===== config.mk =====
export PLATFORM = sky130hd
export DESIGN_NAME = stamofu_req_arbiter
export DESIGN_NICKNAME = d
export VERILOG_FILES = /design/src/rtl/stamofu_req_arbiter.sv
export SDC_FILE = /design/constraint.sdc
export NUM_CORES = 1
export LEC_CHECK = 0
export ABC_CLOCK_PERIOD_IN_PS = 2750
export BUFFER_PORTS_ARGS = -buffer_cell sky130_fd_sc_hd__buf_2
export CORE_ASPECT_RATIO = 1.75
export CORE_MARGIN = 2
export CORE_UTILIZATION = 40
export DETAILED_ROUTE_END_ITERATION = 12
export PLACE_DENSITY = 0.77
export REMOVE_ABC_BUFFERS = 1
export SETUP_SLACK_MARGIN = 0.2
export SLEW_MARGIN = 25
export SYNTH_ARGS = -nofsm -noshare
export SYNTH_HDL_FRONTEND = slang
export SYNTH_SLANG_ARGS = --single-unit

===== constraint.sdc =====
create_clock -name CLK -period 2.75 [get_ports CLK]
set_input_delay 0.55 -clock CLK [delete_from_list [all_inputs] [get_ports CLK]]
set_output_delay 0.55 -clock CLK [all_outputs]
set_load 0.01 [all_outputs]

===== src/rtl/stamofu_req_arbiter.sv =====
// Arbitrates stamofu pipeline and misaligned-queue requests into one registered slot toward dtlb/dcache.
// Define STAMOFU_REQ_ARBITER_STARVE_EN to add the pipe anti-starvation FSM; otherwise MQ always has priority.
module stamofu_req_arbiter #(
    parameter int unsigned STARVE_THRESHOLD       = 4,
    parameter int unsigned LOG_STAMOFU_MQ_ENTRIES = 3,
    parameter int unsigned VPN_WIDTH              = 20,
    parameter int unsigned PO_WIDTH               = 12,
    parameter int unsigned LOG_STAMOFU_CQ_ENTRIES = 5
) (
    input  logic                              CLK,
    input  logic                              nRST,

    input  logic                              pipe_REQ_valid,
    input  logic                              pipe_REQ_is_store,
    input  logic                              pipe_REQ_is_amo,
    input  logic                              pipe_REQ_is_fence,
    input  logic [3:0]                        pipe_REQ_op,
    input  logic                              pipe_REQ_is_mq,
    input  logic                              pipe_REQ_misaligned,
    input  logic                              pipe_REQ_misaligned_exception,
    input  logic [VPN_WIDTH-1:0]              pipe_REQ_VPN,
    input  logic [PO_WIDTH-3:0]               pipe_REQ_PO_word,
    input  logic [3:0]                        pipe_REQ_byte_mask,
    input  logic [31:0]                       pipe_REQ_write_data,
    input  logic [LOG_STAMOFU_CQ_ENTRIES-1:0] pipe_REQ_cq_index,
    output logic                              pipe_REQ_ack,

    input  logic                              mq_REQ_valid,
    input  logic                              mq_REQ_is_store,
    input  logic                              mq_REQ_is_amo,
    input  logic                              mq_REQ_is_fence,
    input  logic [3:0]                        mq_REQ_op,
    input  logic                              mq_REQ_is_mq,
    input  logic                              mq_REQ_misaligned,
    input  logic                              mq_REQ_misaligned_exception,
    input  logic [VPN_WIDTH-1:0]              mq_REQ_VPN,
    input  logic [PO_WIDTH-3:0]               mq_REQ_PO_word,
    input  logic [3:0]                        mq_REQ_byte_mask,
    input  logic [31:0]                       mq_REQ_write_data,
    input  logic [LOG_STAMOFU_CQ_ENTRIES-1:0] mq_REQ_cq_index,
    input  logic [LOG_STAMOFU_MQ_ENTRIES-1:0] mq_REQ_mq_index,
    output logic                              mq_REQ_ack,

    output logic                              out_valid,
    output logic                              out_is_store,
    output logic                              out_is_amo,
    output logic                              out_is_fence,
    output logic [3:0]                        out_op,
    output logic                              out_is_mq,
    output logic                              out_misaligned,
    output logic                              out_misaligned_exception,
    output logic [VPN_WIDTH-1:0]              out_VPN,
    output logic [PO_WIDTH-3:0]               out_PO_word,
    output logic [3:0]                        out_byte_mask,
    output logic [31:0]                       out_write_data,
    output logic [LOG_STAMOFU_CQ_ENTRIES-1:0] out_cq_index,
    output logic                              out_from_mq,
    output logic [LOG_STAMOFU_MQ_ENTRIES-1:0] out_mq_index,
    input  logic                              out_ready
);

    typedef struct packed {
        logic                              is_store;
        logic                              is_amo;
        logic                              is_fence;
        logic [3:0]                        op;
        logic                              is_mq;
        logic                              misaligned;
        logic                              misaligned_exception;
        logic [VPN_WIDTH-1:0]              vpn;
        logic [PO_WIDTH-3:0]               po_word;
        logic [3:0]                        byte_mask;
        logic [31:0]                       write_data;
        logic [LOG_STAMOFU_CQ_ENTRIES-1:0] cq_index;
    } req_t;

    generate
        if (STARVE_THRESHOLD < 1 || STARVE_THRESHOLD > 15) begin : g_thr_range_check
            $error("STARVE_THRESHOLD must be in 1..15");
        end
    endgenerate

    req_t                              pipe_req;
    req_t                              mq_req;
    req_t                              out_req_q;
    req_t                              out_req_d;
    logic                              out_valid_q;
    logic                              out_valid_d;
    logic                              out_from_mq_q;
    logic                              out_from_mq_d;
    logic [LOG_STAMOFU_MQ_ENTRIES-1:0] out_mq_index_q;
    logic [LOG_STAMOFU_MQ_ENTRIES-1:0] out_mq_index_d;

    logic free;
    logic grant_pipe;
    logic grant_mq;

    always_comb begin
        pipe_req.is_store             = pipe_REQ_is_store;
        pipe_req.is_amo               = pipe_REQ_is_amo;
        pipe_req.is_fence             = pipe_REQ_is_fence;
        pipe_req.op                   = pipe_REQ_op;
        pipe_req.is_mq                = pipe_REQ_is_mq;
        pipe_req.misaligned           = pipe_REQ_misaligned;
        pipe_req.misaligned_exception = pipe_REQ_misaligned_exception;
        pipe_req.vpn                  = pipe_REQ_VPN;
        pipe_req.po_word              = pipe_REQ_PO_word;
        pipe_req.byte_mask            = pipe_REQ_byte_mask;
        pipe_req.write_data           = pipe_REQ_write_data;
        pipe_req.cq_index             = pipe_REQ_cq_index;
    end

    always_comb begin
        mq_req.is_store             = mq_REQ_is_store;
        mq_req.is_amo               = mq_REQ_is_amo;
        mq_req.is_fence             = mq_REQ_is_fence;
        mq_req.op                   = mq_REQ_op;
        mq_req.is_mq                = mq_REQ_is_mq;
        mq_req.misaligned           = mq_REQ_misaligned;
        mq_req.misaligned_exception = mq_REQ_misaligned_exception;
        mq_req.vpn                  = mq_REQ_VPN;
        mq_req.po_word              = mq_REQ_PO_word;
        mq_req.byte_mask            = mq_REQ_byte_mask;
        mq_req.write_data           = mq_REQ_write_data;
        mq_req.cq_index             = mq_REQ_cq_index;
    end

    assign free = ~out_valid_q | out_ready;

    // Acks are gated by nRST so nothing is consumed while the slot is held in reset.
    assign pipe_REQ_ack = nRST & free & pipe_REQ_valid & grant_pipe;
    assign mq_REQ_ack   = nRST & free & mq_REQ_valid & grant_mq;

`ifdef STAMOFU_REQ_ARBITER_STARVE_EN
    // state       | meaning
    // ST_NORMAL   | MQ has priority over pipe; starve_cnt tracks consecutive pipe losses
    // ST_PIPE_FORCE | pipe wins whenever valid; MQ only wins if pipe is idle
    typedef enum logic [0:0] {
        ST_NORMAL     = 1'b0,
        ST_PIPE_FORCE = 1'b1
    } state_e;

    localparam logic [3:0] STARVE_THR = 4'(STARVE_THRESHOLD);

    state_e     state_q;
    state_e     state_d;
    logic [3:0] starve_cnt_q;
    logic [3:0] starve_cnt_d;

    always_comb begin
        grant_pipe = 1'b0;
        grant_mq   = 1'b0;
        if (state_q == ST_PIPE_FORCE && pipe_REQ_valid) begin
            grant_pipe = 1'b1;
        end else if (mq_REQ_valid) begin
            grant_mq = 1'b1;
        end else if (pipe_REQ_valid) begin
            grant_pipe = 1'b1;
        end
    end

    always_ff @(posedge CLK or negedge nRST) begin
        if (!nRST) begin
            state_q      <= ST_NORMAL;
            starve_cnt_q <= 4'd0;
        end else begin
            state_q      <= state_d;
            starve_cnt_q <= starve_cnt_d;
        end
    end

    // Backpressured cycles leave both the counter and the state untouched.
    always_comb begin
        state_d      = state_q;
        starve_cnt_d = starve_cnt_q;
        if (free) begin
            if (!pipe_REQ_valid || pipe_REQ_ack) begin
                starve_cnt_d = 4'd0;
            end else if (mq_REQ_ack && starve_cnt_q != 4'hF) begin
                starve_cnt_d = starve_cnt_q + 4'd1;
            end
            case (state_q)
                ST_NORMAL: begin
                    if (starve_cnt_d >= STARVE_THR) begin
                        state_d = ST_PIPE_FORCE;
                    end
                end
                ST_PIPE_FORCE: begin
                    if (!pipe_REQ_valid || pipe_REQ_ack) begin
                        state_d      = ST_NORMAL;
                        starve_cnt_d = 4'd0;
                    end
                end
                default: begin
                    state_d      = ST_NORMAL;
                    starve_cnt_d = 4'd0;
                end
            endcase
        end
    end
`else
    always_comb begin
        grant_pipe = 1'b0;
        grant_mq   = 1'b0;
        if (mq_REQ_valid) begin
            grant_mq = 1'b1;
        end else if (pipe_REQ_valid) begin
            grant_pipe = 1'b1;
        end
    end
`endif

    // A free slot with no winner drops out_valid but keeps the stale fields.
    always_comb begin
        out_valid_d    = out_valid_q;
        out_req_d      = out_req_q;
        out_from_mq_d  = out_from_mq_q;
        out_mq_index_d = out_mq_index_q;
        if (free) begin
            out_valid_d = pipe_REQ_ack | mq_REQ_ack;
            if (mq_REQ_ack) begin
                out_req_d      = mq_req;
                out_from_mq_d  = 1'b1;
                out_mq_index_d = mq_REQ_mq_index;
            end else if (pipe_REQ_ack) begin
                out_req_d      = pipe_req;
                out_from_mq_d  = 1'b0;
                out_mq_index_d = '0;
            end
        end
    end

    always_ff @(posedge CLK or negedge nRST) begin
        if (!nRST) begin
            out_valid_q         <= 1'b0;
            out_req_q           <= '0;
            out_req_q.byte_mask <= 4'b1111;
            out_from_mq_q       <= 1'b0;
            out_mq_index_q      <= '0;
        end else begin
            out_valid_q    <= out_valid_d;
            out_req_q      <= out_req_d;
            out_from_mq_q  <= out_from_mq_d;
            out_mq_index_q <= out_mq_index_d;
        end
    end

    assign out_valid                = out_valid_q;
    assign out_is_store             = out_req_q.is_store;
    assign out_is_amo               = out_req_q.is_amo;
    assign out_is_fence             = out_req_q.is_fence;
    assign out_op                   = out_req_q.op;
    assign out_is_mq                = out_req_q.is_mq;
    assign out_misaligned           = out_req_q.misaligned;
    assign out_misaligned_exception = out_req_q.misaligned_exception;
    assign out_VPN                  = out_req_q.vpn;
    assign out_PO_word              = out_req_q.po_word;
    assign out_byte_mask            = out_req_q.byte_mask;
    assign out_write_data           = out_req_q.write_data;
    assign out_cq_index             = out_req_q.cq_index;
    assign out_from_mq              = out_from_mq_q;
    assign out_mq_index             = out_mq_index_q;

endmodule


# == Yosys cells after proc, flatten, opt, wreduce, memory -nomap -nowiden ==
# Index checks and enable logic that the tools add are counted.
# totals
input_bits,170
reg_bits,86
out_inout_bits,88
word_cells,34
# classes
muxes,9
n_bitwise,8
n_reduce_logical,2
# op_table
cell,n
$mux 81,2
$mux 3,2
$and 1x1->1,5
$mux 1,5
$or 1x1->1,2
$reduce_and 2->1,1
$reduce_bool 2->1,1
$not 1->1,1

# == Logic depth before layout (Yosys ltp) ==
# logic_depth
ltp_word,7
mapped_depth,6
ltp_nobuf,3

# == Worst setup path before layout ==
# No wires, ideal clock.
# synth_timing
path_kind,input port to output port
startpoint,in nRST
endpoint,out pipe_REQ_ack
t_arrival_ns,1.270
n_path_buf,2
path_slack_ns,0.930
stages,4
required_time_ns,2.200
cell_sequence,buf_2 nand2_2 clkbuf_1 nor3_1
# synth_between
elab_chain_len,3
# synth_lines
item,line_no,rtl
from (decl),11,"input logic nRST,"
$and 1x1->1 (3 in a row),131,assign pipe_REQ_ack = nRST & free & pipe_REQ_valid & grant_pipe;
to (decl),26,"output logic pipe_REQ_ack,"
# Every way passes these cells.

# == Worst setup path after layout ==
# layout_timing
startpoint,in nRST
endpoint,out mq_REQ_ack
# layout_between
elab_chain_len,3
# layout_lines
item,line_no,rtl
$and 1x1->1 (3 in a row),132,assign mq_REQ_ack = nRST & free & mq_REQ_valid & grant_mq;
to (decl),42,"output logic mq_REQ_ack,"
# Every way passes these cells.

==> metrics <==
CTS Buf Count 9; total negative slack 0 ps; number of global-route vias before repair 5109; Int Pwr 2.750 mW; RSZ-0062 raised after global routing false; Simple-Gate Fraction of Synth Area 12.05%; DP Cell Count 833; CP max FO 24; PD cells 638.0 nW/um^2; initial antenna violation count 3; CTS root buffer clkbuf_16; met3 Use GR 4.413%; first-pass GRT wire length 25740 um; synthesized cell area 4868 um^2; WP data arrival 1890 ps; fillers 1108; sw frac 33.55%; final core occ 54.33%; final hold violations 0; Crit-path slowest cell dlygate4sd3_1; mux contribution to synthesized area 0%; Psw 1.388 mW; Die Width 87.40 um; GRT overflow 0; Layout Cells excl Fill 852; iteration count of the initial detailed-routing pass 5; Primary FF master, synth dfrtp_1; Seq/Total Area, Yosys 44.31%; clock tree buffer depth 2; routed len/inst 19.81 um; share of cells above drive strength 1 41.65%; Critical Path Max Stage Delay 550 ps; Worst Hold Class in -> reg; max cap viols 0; count leader, synth dfrtp_1; GPL Wtd Cong 0.8575; Worst path top cell family by delay buffers and inverters; Tightest Pin Transition 617.4 ps; drt first-iter violations 258; post-synthesis xor/xnor area fraction 0%; Post-synth EDFFs 0; static leakage 3.233 nW; met2 GRT Util 40.00%; insertion delay to the later sink of the worst-skew pair 340 ps; post-synthesis compound-gate area fraction 31.92%; post-synthesis area per instance 10.18 um^2; nature of the critical path startpoint input pin; final worst-path cycle share 88.76%; DRT Wirelength 16880 um; drt via density 5.981; GRT busiest layer met2; Rows 53; FF+latch count, synth 86; adder-cell share of the synthesized area 0%; crit-path cells dlygate4sd3_1 -> buf_4 -> and3_4 -> buf_2; outcome finished clean; TritonCTS clock tree yes; Final Setup Violations 0; Initial Utilization 40.79%; Tmin final 2441 ps; area grow syn2layout 33.20%; die outline height 149.9 um; Synth async-reset ratio 100.0%; Synth area leaders dfrtp_1 (42%), a221o_1 (17%), o32ai_1 (14%); cell taking the most area after synthesis dfrtp_1; largest net degree at the start of global routing 64; Yosys cell types 23; Clk network pwr share 27.6%; WP depth 4; FMAX 409.7 MHz; Synth Instances 478; Comb power frac 30.2%; yosys synthesis warning count 0; sequential fraction of design power 42.2%; largest family of logic cells by synthesized area compound AO/OA/AOI/OAI gates; clk sinks 86; H-tree levels 3; share of the synthesized area in the top cell type 42.15%; M1 GR Usage 31.57%; depth of the worst register-to-register path 4; IO Port Bufs 257; CTS clock-pin slew for the worst setup and hold paths 70 ps; crit path capture type output port; die area 13100 um^2; placed wire-length estimate 11790 um; fin. max-slew vios 0; routed vias 5096; ANT nets after route 0; peak supply drop 0.3395 mV; synth cell count leaders dfrtp_1 (82), a221o_1 (81), nand2b_1 (80); hold path depth 2; CP Class in -> out; skew final 6.990 ps; Core ar. 11940 um^2; Tot GR Track Use 25.06%; IO Pins 258; WP buf/inv 3; Critical Path RT 2200 ps; Slew HR 58.84%; # DRC 0; Final nets 878
## kinds of logic (layout without fill, tap and decap cells)
logic type | count (synthesis) | count (layout)
other | 0 | 2
flip-flops | 86 | 86
AO/OA/AOI/OAI | 166 | 166
AND/OR/NAND/NOR | 93 | 93
buffers and inverters | 133 | 368
## per-layer routing
layer	part of all wire, %	vias up
li1	-	2280
met1	38	2499
met2	51	260
met3	6.4	55
met4	4.5	2
met5	0.077	-
## final timing paths
path | from | end | slack, ps
min in group asynchronous | nRST | out_VPN[2] | 590
worst max-delay path | nRST | mq_REQ_ack | 310
worst min register to register | out_mq_index[0] | out_mq_index[0] | 500
worst max register to register | out_valid | out_VPN[3] | 960
max in group asynchronous | nRST | out_write_data[3] | 1390
worst min-delay path | mq_REQ_write_data[17] | out_write_data[17] | 430
## what timing repair did
item,CTS,global route
endpoints found under the setup margin,0,1
endpoints found under the hold margin,1,0
hold buffers,1,0
resized for setup,0,1
buffers inserted,0,0
## through the flow
step / instance area, um^2 / total power, mW / hold WS [ps] / worst slack, ps
floorplan: 4594 / 2.373 / 254.4 / -1220
global placement: 6190 / 2.945 / 363.9 / 746.5
detailed placement: 6190 / 3.006 / 363.7 / 664.2
CTS: 6475 / 4.156 / 420.0 / 252.5
global route: 6482 / 4.363 / 430.2 / 251.8
finish: 6485 / 4.138 / 429.1 / 309.0
## sequential cells by signal, summed over array words and instances (netlist names), 3 cells and up
name,cells
out_PO_word,10
out_VPN,20
out_byte_mask,4
out_cq_index,5
out_mq_index,3
out_op,4
out_write_data,32
## power by group through the flow
stage / Combinational [mW] / Clock, mW / Sequential [mW]
6_report: 1.25 / 1.14 / 1.75
5_1_grt: 1.35 / 1.23 / 1.78
4_1_cts: 1.25 / 1.16 / 1.74
3_5_place_dp: 1.25 / 0 / 1.76
3_3_place_gp: 1.20 / 0 / 1.75
2_1_floorplan: 0.523 / 0 / 1.85
## cell usage in the layout (no fill, tap or decap), drive strengths merged
cell / n
and3: 1
nand2b: 81
nor3: 1
buf: 272
or2: 1
clkbuf: 10
clkinvlp: 2
dfstp: 4
nand2: 4
dfrtp: 82
diode: 2
clkinv: 2
dlygate4sd3: 1
nor2: 1
inv: 81
o21ai: 1
nor2b: 1
nand3: 1
a32o: 2
a22o: 3
o32ai: 79
and3b: 2
a221o: 81
## final cells by class
type | count | area, um^2 | share of cell area, %
inverter | 79 | 296.5 | 4.573
timing repair buffer | 273 | 1424 | 21.96
tap | 137 | 171.4 | 2.643
multi-input combinational | 259 | 2156 | 33.24
clock inverter | 6 | 46.29 | 0.7139
sequential | 86 | 2157 | 33.26
clock buffer | 10 | 229.0 | 3.531
antenna | 2 | 5.005 | 0.07718
Power figures use the tool's default switching activity.
